--- src/rtl/safe_keypad_frontend.sv ---
// safe_keypad_frontend
// Cleans up the four raw safe-lock buttons (A..D) and turns each single-button
// press into exactly one key pulse plus an encoded key code. Simultaneous
// presses are rejected with a multi_err pulse. press_count tracks the
// position inside a four-key entry.
//
// Optional feature, enabled by defining the macro ENTRY_TIMEOUT_EN:
//   a stale partial entry is abandoned after TIMEOUT_CYCLES idle cycles
//   (entry_clear pulses and press_count returns to 0). Without the macro
//   entry_clear is constant 0.
module safe_keypad_frontend #(
    parameter int DEBOUNCE_CYCLES = 270_000,
    parameter int TIMEOUT_CYCLES  = 135_000_000
) (
    input  logic       clk,
    input  logic       reset_n,
    input  logic [3:0] btn_raw,
    output logic       key_a,
    output logic       key_b,
    output logic       key_c,
    output logic       key_d,
    output logic       key_valid,
    output logic [1:0] key_code,
    output logic       multi_err,
    output logic [2:0] press_count,
    output logic       entry_clear
);

    // Both counts are measured in cycles and must allow at least one step.
    if (DEBOUNCE_CYCLES < 2 || TIMEOUT_CYCLES < 2) begin : g_bad_params
        $error("safe_keypad_frontend: DEBOUNCE_CYCLES and TIMEOUT_CYCLES must be at least 2");
    end

    localparam int CW = $clog2(DEBOUNCE_CYCLES);
    localparam logic [CW-1:0] DB_LAST = CW'(DEBOUNCE_CYCLES - 1);

    typedef enum logic {
        ST_IDLE = 1'b0,
        ST_HELD = 1'b1
    } state_t;

    // Number of set bits in a 4-bit vector.
    function automatic logic [2:0] count_ones(input logic [3:0] v);
        count_ones = {2'b00, v[0]} + {2'b00, v[1]} + {2'b00, v[2]} + {2'b00, v[3]};
    endfunction

    // Index of the single set bit of a one-hot vector.
    function automatic logic [1:0] encode_key(input logic [3:0] v);
        case (v)
            4'b0001: encode_key = 2'd0;
            4'b0010: encode_key = 2'd1;
            4'b0100: encode_key = 2'd2;
            4'b1000: encode_key = 2'd3;
            default: encode_key = 2'd0;
        endcase
    endfunction

    logic [3:0]    sync1_r;
    logic [3:0]    sync2_r;
    logic [CW-1:0] db_cnt_r [4];
    logic [3:0]    deb_r;
    logic [3:0]    deb_prev_r;
    logic [3:0]    rise_s;

    state_t        state_r;
    state_t        state_s;
    logic [3:0]    key_s;
    logic          key_valid_s;
    logic          multi_s;
    logic [1:0]    code_s;
    logic          timeout_s;

    logic [3:0]    key_r;
    logic          key_valid_r;
    logic [1:0]    key_code_r;
    logic          multi_err_r;
    logic [2:0]    press_count_r;
    logic          entry_clear_r;

    // Two-flop synchroniser for the asynchronous button inputs.
    always_ff @(posedge clk or negedge reset_n) begin
        if (!reset_n) begin
            sync1_r <= 4'b0000;
            sync2_r <= 4'b0000;
        end else begin
            sync1_r <= btn_raw;
            sync2_r <= sync1_r;
        end
    end

    // Per-bit debounce: flip only after DEBOUNCE_CYCLES consecutive mismatches.
    always_ff @(posedge clk or negedge reset_n) begin
        if (!reset_n) begin
            for (int i = 0; i < 4; i++) begin
                db_cnt_r[i] <= '0;
            end
            deb_r      <= 4'b0000;
            deb_prev_r <= 4'b0000;
        end else begin
            deb_prev_r <= deb_r;
            for (int i = 0; i < 4; i++) begin
                if (sync2_r[i] == deb_r[i]) begin
                    db_cnt_r[i] <= '0;
                end else if (db_cnt_r[i] == DB_LAST) begin
                    deb_r[i]    <= ~deb_r[i];
                    db_cnt_r[i] <= '0;
                end else begin
                    db_cnt_r[i] <= db_cnt_r[i] + CW'(1);
                end
            end
        end
    end

    assign rise_s = deb_r & ~deb_prev_r;

    // FSM state register.
    always_ff @(posedge clk or negedge reset_n) begin
        if (!reset_n) begin
            state_r <= ST_IDLE;
        end else begin
            state_r <= state_s;
        end
    end

    // FSM next state and next output values; one press per hold, release re-arms.
    always_comb begin
        state_s     = state_r;
        key_s       = 4'b0000;
        key_valid_s = 1'b0;
        multi_s     = 1'b0;
        code_s      = key_code_r;
        case (state_r)
            ST_IDLE: begin
                if ((count_ones(rise_s) == 3'd1) && ((deb_r & ~rise_s) == 4'b0000)) begin
                    key_s       = rise_s;
                    key_valid_s = 1'b1;
                    code_s      = encode_key(rise_s);
                    state_s     = ST_HELD;
                end else if (rise_s != 4'b0000) begin
                    // Several buttons (or a button alongside one already down).
                    multi_s = 1'b1;
                    state_s = ST_HELD;
                end else begin
                    state_s = ST_IDLE;
                end
            end
            ST_HELD: begin
                if (deb_r == 4'b0000) begin
                    state_s = ST_IDLE;
                end else begin
                    state_s = ST_HELD;
                end
            end
            default: begin
                state_s = ST_IDLE;
            end
        endcase
    end

`ifdef ENTRY_TIMEOUT_EN
    localparam int TW = $clog2(TIMEOUT_CYCLES);
    localparam logic [TW-1:0] TO_LAST = TW'(TIMEOUT_CYCLES - 1);

    logic [TW-1:0] timer_r;

    // A key in the same cycle as the timeout wins, so the entry survives.
    assign timeout_s = (press_count_r != 3'd0) && (timer_r == TO_LAST) && !key_valid_s;

    // Idle timer: runs while an entry is partial, restarts on every key.
    always_ff @(posedge clk or negedge reset_n) begin
        if (!reset_n) begin
            timer_r <= '0;
        end else if (key_valid_s) begin
            timer_r <= '0;
        end else if ((press_count_r != 3'd0) && (timer_r != TO_LAST)) begin
            timer_r <= timer_r + TW'(1);
        end else begin
            timer_r <= '0;
        end
    end
`else
    assign timeout_s = 1'b0;
`endif

    // Registered outputs and entry position (wraps 3 -> 0 on the fourth key).
    always_ff @(posedge clk or negedge reset_n) begin
        if (!reset_n) begin
            key_r         <= 4'b0000;
            key_valid_r   <= 1'b0;
            key_code_r    <= 2'd0;
            multi_err_r   <= 1'b0;
            entry_clear_r <= 1'b0;
            press_count_r <= 3'd0;
        end else begin
            key_r         <= key_s;
            key_valid_r   <= key_valid_s;
            key_code_r    <= code_s;
            multi_err_r   <= multi_s;
            entry_clear_r <= timeout_s;
            if (key_valid_s) begin
                press_count_r <= (press_count_r == 3'd3) ? 3'd0 : press_count_r + 3'd1;
            end else if (timeout_s) begin
                press_count_r <= 3'd0;
            end else begin
                press_count_r <= press_count_r;
            end
        end
    end

    assign key_a       = key_r[0];
    assign key_b       = key_r[1];
    assign key_c       = key_r[2];
    assign key_d       = key_r[3];
    assign key_valid   = key_valid_r;
    assign key_code    = key_code_r;
    assign multi_err   = multi_err_r;
    assign press_count = press_count_r;
    assign entry_clear = entry_clear_r;

endmodule

--- config.mk ---
export PLATFORM = sky130hd
export DESIGN_NAME = safe_keypad_frontend
export DESIGN_NICKNAME = d
export VERILOG_FILES = /design/src/rtl/safe_keypad_frontend.sv
export SDC_FILE = /design/constraint.sdc
export NUM_CORES = 1
export LEC_CHECK = 0
export ABC_AREA = 0
export CORE_ASPECT_RATIO = 0.9
export CORE_UTILIZATION = 25
export DETAILED_ROUTE_END_ITERATION = 10
export HOLD_SLACK_MARGIN = 0.12
export PLACE_DENSITY = 0.5
export SLEW_MARGIN = 15
export SYNTH_ARGS = -nofsm -noshare
export SYNTH_HDL_FRONTEND = slang
export SYNTH_SLANG_ARGS = --single-unit
--- constraint.sdc ---
create_clock -name clk -period 6.9 [get_ports clk]
set_clock_uncertainty 0.05 [all_clocks]
set_input_delay 1.035 -clock clk [delete_from_list [all_inputs] [get_ports clk]]
set_output_delay 1.035 -clock clk [all_outputs]
set_load 0.01 [all_outputs]
-- After elaboration in Yosys (flattened, before gate mapping)
Cells that the tools add are included.
- register bits: 104
- bits in latches: 0
- memory bits (writable): 0
- ROM bits: 0
- bits of input ports: 6
- memories: 0
- add/sub/neg operators: 8
- multipliers: 0
- divide/modulo/power cells: 0
- $lt $le $gt $ge: 0
- equal/unequal tests: 13
- shifts and indexed selects: 0
- multiplexer cells: 20
- bitwise operators: 13
- reduce and logical (&&, ||, !) cells: 9
- operator list (operator ; count):
    $mux 19 ; 8
    $add 19x1->19 const B ; 4
    $eq 19x19->1 const B ; 4
    $reduce_and 2->1 ; 5
    $not 1->1 ; 9
    $and 4x4->4 ; 2
    $logic_not 4->1 ; 2
    $mux 4 ; 2
    $not 4->4 ; 2
    $mux 1 ; 7
    $pmux 2 s3 ; 1
    $eq 1x1->1 ; 4
    $eq 4x2->1 const B ; 1
    $eq 4x3->1 const B ; 1
    $eq 4x4->1 const B ; 1
    $reduce_bool 4->1 ; 1
    $add 2x1->3 ; 1
    $add 3x1->3 ; 1
    $add 3x1->3 const B ; 1
    $eq 3x1->1 const B ; 1
    $eq 3x2->1 const B ; 1
    $mux 3 ; 1
    $add 1x1->2 ; 1
    $pmux 1 s2 ; 1
    $logic_and 1x1->1 ; 1

-- Logic depth before layout (Yosys ltp)
- depth in word-level cells: 9
- mapped depth: 10
- gate-level depth less buffers: 10

-- Worst setup path before layout
Ideal clock, no wire load.
- path type: flip-flop to flip-flop
- start point: register deb_r[3]
- end point: register key_code_r[0], in the netlist key_code[0]
- data arrival time: 2.590 ns
- setup slack: 4.164 ns
- cell stages (with the launch flop): 10
- buffers on the path: 1
- path through: dfrtp_1 nand2b_1 inv_1 fa_1 ha_1 ha_1 nand2b_1 or4_1 clkbuf_1 o31ai_1
- longest elaborated chain between the ends: 6
- elaborated cells between the ends (all ways): 12
- classes of those cells: add/sub: 1; eq/ne: 4; mux: 1; bitwise: 3; reduce/logical: 3
- ends and longest elaborated chain (element ; line ; RTL):
    start: declaration ; 61 ; logic [3:0] deb_r;
    start signal: indexed assignment ; 105 ; deb_r[i] <= ~deb_r[i];
    parallel branches: the longest is 6 deep, another holds $add 3x1->3 ; - ;
    end signal: assignment ; 197 ; key_code_r <= code_s;
    end: declaration ; 75 ; logic [1:0] key_code_r;
Several ways; the timed one is not identified.
A chain may end at the register's enable or synchronous reset.

-- Final worst setup path
- start point: register deb_r[3]
- end point: register key_code_r[1], in the netlist key_code[1]
The elaborated chain is that of the path after synthesis.

==> flow_summary_export.csv <==
group,metric,value,unit
outcome,status,"completed",
route,routedWlPerCell,12.6,microns
synth,synth_ff_type,"dfrtp_1",
route,viasPerCell,4.56,
route,route.vias.total,3386,
floorplan,ios,18,
clock_tree,clock_latency,0.33,ns
synth,ys_seq_area_share,52.7,%
global_route,grt_max_degree,74,
placed_design,detailed_place_hpwl,6380,microns
floorplan,initial_core_util,25.6,%
route,routed_wl,9350,microns
synth,synth-seq-cells,104,
route,drcViolationCount,0,
cells_and_area,antennaDiodeCount,0,
cells_and_area,finalNetCount,504,
sta,finalHoldViolations,0,
job,cap_violations,0,
pwr,p_sw,0.245,mW
floorplan,core-area,0.0193,sq mm
floorplan,die-height,135,microns
pwr,comb_power_share,3.0,%
floorplan,rows,48,
critical_path,cp-startpoint,"deb_r[3]",
synth,async_flop_share,100,%
clock_tree,cts_resized,0,
sta,relSlewSlack,34.7,%
global_route,track_usage,10.2,%
sta,fin_setup_tns,0,ns
critical_path,r2r_start,"deb_r[3]",
worst_hold_path,min_path_type,"register to register",
placed_design,pre_cts_ws,3.94,ns
clock_tree,cts_buffers,9,
sta,fmax,338,MHz
clock_tree,clk_pin_slew,0.07,ns
sta,timing.final.crit_share,42.9,%
pwr,leakage,2.37,nW
clock_tree,postCtsSetupBuffers,0,
critical_path,reg2reg_depth,10,
critical_path,cp.arrival,3.18,ns
floorplan,fp.dieW,150,microns
pwr,power_density,205,mW/mm^2
synth,synth_cell_types,45,
critical_path,cp.required,7.12,ns
synth,synth_top_cell_by_area,"dfrtp_1",
sta,fin_ws,3.94,ns
clock_tree,htreeDepth,3,
synth,netlist_instances,472,
route,dr.pass1.iters,4,
critical_path,cp-endpoint,"key_code[1]",
clock_tree,clkSinkCount,104,
critical_path,path_max_fanout,11,
critical_path,r2r-end,"key_code[1]",
synth,synth_enable_flop_cells,0,
critical_path,ff2ff_setup_slack,3.94,ns
pwr,p_sw_share,21.2,%
synth,netlist_area,0.00493,sq mm
global_route,first_global_vias,3437,
placed_design,finalWeightedCongestion,0.803,
synth,yosys_warnings,0,
synth,synth_top_cell_area_share,52.7,%
placed_design,io_buffers,16,
clock_tree,cts_hold_buffers,0,
clock_tree,cts_tree,"yes",
route,drtIter0Drc,169,
critical_path,cp-start-kind,"register",
global_route,grt_pass1_wl,16600,microns
critical_path,cp-end-kind,"register",
floorplan,die-area,0.0203,sq mm
synth,synth.net_count,488,
clock_tree,cts-root-buf,"clkbuf_16",
global_route,antenna_found_initial,0,
cells_and_area,area_delta_synth_final,14.0,%
worst_hold_path,hp-start,"sync1_r[1]",
clock_tree,cts_buffer_depth,2,
sta,maxSlewViolCount,0,
sta,min_period,2.96,ns
route,ant_nets,0,
pwr,ir_drop,108,uV
sta,worstMarginPinSlew,0.976,ns
synth,synth_area_per_cell,10.5,sq um
pwr,p_int,0.908,mW
sta,setup_viol,0,
pwr,power_frac_seq,54.2,%
cells_and_area,layout-drive-gt1-share,6.29,%
sta,rsz0062_at_grt,"false",
critical_path,critPathKind,"register to register",
pwr,p_clk_share,42.8,%
global_route,grt-ovfl-total,0,
synth,synth_area_leaders,"dfrtp_1, xor2_1, nor2_1, xnor2_1, nand3_1",
==> flip-flops by register name, indices dropped and copies added (netlist names), 2 cells and up <==
register     count
sync1_r          4
deb_r            4
key_code         2
sync2_r          4
press_count      3
deb_prev_r       4
db_cnt_r        76
key_r            4
==> worst min-delay path by stage <==
stage / endpoint / slack [ns] / depth (start not counted)
final: sync2_r[1] / 0.31 / 0
after global routing: sync2_r[1] / 0.33 / 0
after CTS: sync2_r[1] / 0.32 / 0
after detailed placement: sync2_r[1] / 0.31 / 0
after global placement: sync2_r[1] / 0.29 / 0
after floorplan: sync2_r[0] / 0.28 / 0
==> cell families (layout without fill, tap and decap cells) <==
| family | after synthesis | after routing | synth area share (%) |
|---|---|---|---|
| buf+inv | 25 | 46 | 2.38 |
| xor+xnor | 59 | 59 | 10.5 |
| mux | 5 | 5 | 1.12 |
| simple gates | 232 | 232 | 24.9 |
| flops | 104 | 104 | 52.7 |
| other cells | 1 | 1 | 0.0760 |
| compound gates | 36 | 36 | 5.58 |
| fa+ha+maj | 10 | 10 | 2.69 |
==> cell usage after synthesis, types with 2 or more instances <==
| cell | n |
|---|---|
| dfrtp_1 | 104 |
| nor2_1 | 71 |
| xor2_1 | 33 |
| nand3_1 | 31 |
| nand2_1 | 29 |
| xnor2_1 | 26 |
| nand4_1 | 22 |
| nor4_1 | 15 |
| a21oi_1 | 14 |
| inv_1 | 13 |
| o21ai_0 | 13 |
| and4_1 | 11 |
| or3_1 | 11 |
| and3_1 | 10 |
| ha_1 | 9 |
| nor3_1 | 9 |
| clkbuf_1 | 5 |
| buf_2 | 4 |
| mux2_2 | 4 |
| nand2b_1 | 4 |
| nor4b_1 | 4 |
| and2_1 | 3 |
| buf_6 | 2 |
| o31ai_1 | 2 |
| o31ai_4 | 2 |
| o41ai_4 | 2 |
==> stage by stage <==
step	power (mW)	hold slack, ns	utilization, %	cell area (sq um)	cells
finish	1.15	0.311	29.2	5630	743
global route	1.21	0.328	29.2	5630	743
CTS	1.18	0.321	29.2	5630	743
detailed placement	0.673	0.305	27.7	5340	727
global placement	0.672	0.295	27.7	5340	727
floorplan	0.653	0.281	-	4930	472
==> per-layer routing <==
layer | up-vias | track usage, % | wire length [microns]
met5 | - | 0 | 0
met4 | 0 | 2.24 | 77
met3 | 7 | 2.46 | 257
met2 | 37 | 16.1 | 4300
met1 | 1667 | 14.0 | 4710
li1 | 1675 | - | -
==> critical path: stages (launching register included) <==
cell and delay [ns]:
dfrtp_1 0.44, nand2b_1 0.22, inv_1 0.09, fa_1 0.44, ha_1 0.20, ha_1 0.26
nand2b_1 0.15, or4_1 0.70, inv_1 0.20, nand3_1 0.09, nand2_1 0.07
==> final cells by class <==
class / count / area [sq um]
fill: 1987 / 13700
sequential: 104 / 2600
multi-input combinational: 343 / 2210
tap: 250 / 313
clock buffer: 12 / 236
timing repair buffer: 17 / 165
inverter: 13 / 48.8
clock inverter: 4 / 45.0
==> power groups by stage <==
stage,combinational [mW],sequential [mW],clock [mW]
finish,0.0347,0.625,0.493
global placement,0.0357,0.636,0
CTS,0.0367,0.625,0.516
global route,0.0417,0.626,0.540
detailed placement,0.0365,0.637,0
floorplan,0.0180,0.635,0
==> placed cells by master (no fill, tap or decap), types with 3 or more instances in the layout <==
| cell | count |
|---|---|
| xnor2_1 | 26 |
| nor4b_1 | 4 |
| xor2_1 | 33 |
| ha_1 | 9 |
| or3_1 | 11 |
| clkbuf_16 | 9 |
| and2_1 | 3 |
| mux2_2 | 4 |
| o21ai_0 | 13 |
| clkinv_2 | 3 |
| nor3_1 | 9 |
| and3_1 | 10 |
| nand2b_1 | 4 |
| clkdlybuf4s50_1 | 15 |
| a21oi_1 | 14 |
| nor4_1 | 15 |
| clkbuf_1 | 3 |
| inv_1 | 13 |
| dfrtp_1 | 104 |
| nand2_1 | 29 |
| nor2_1 | 71 |
| and4_1 | 11 |
| nand3_1 | 31 |
| nand4_1 | 22 |
Power figures use the tool's default switching activity.
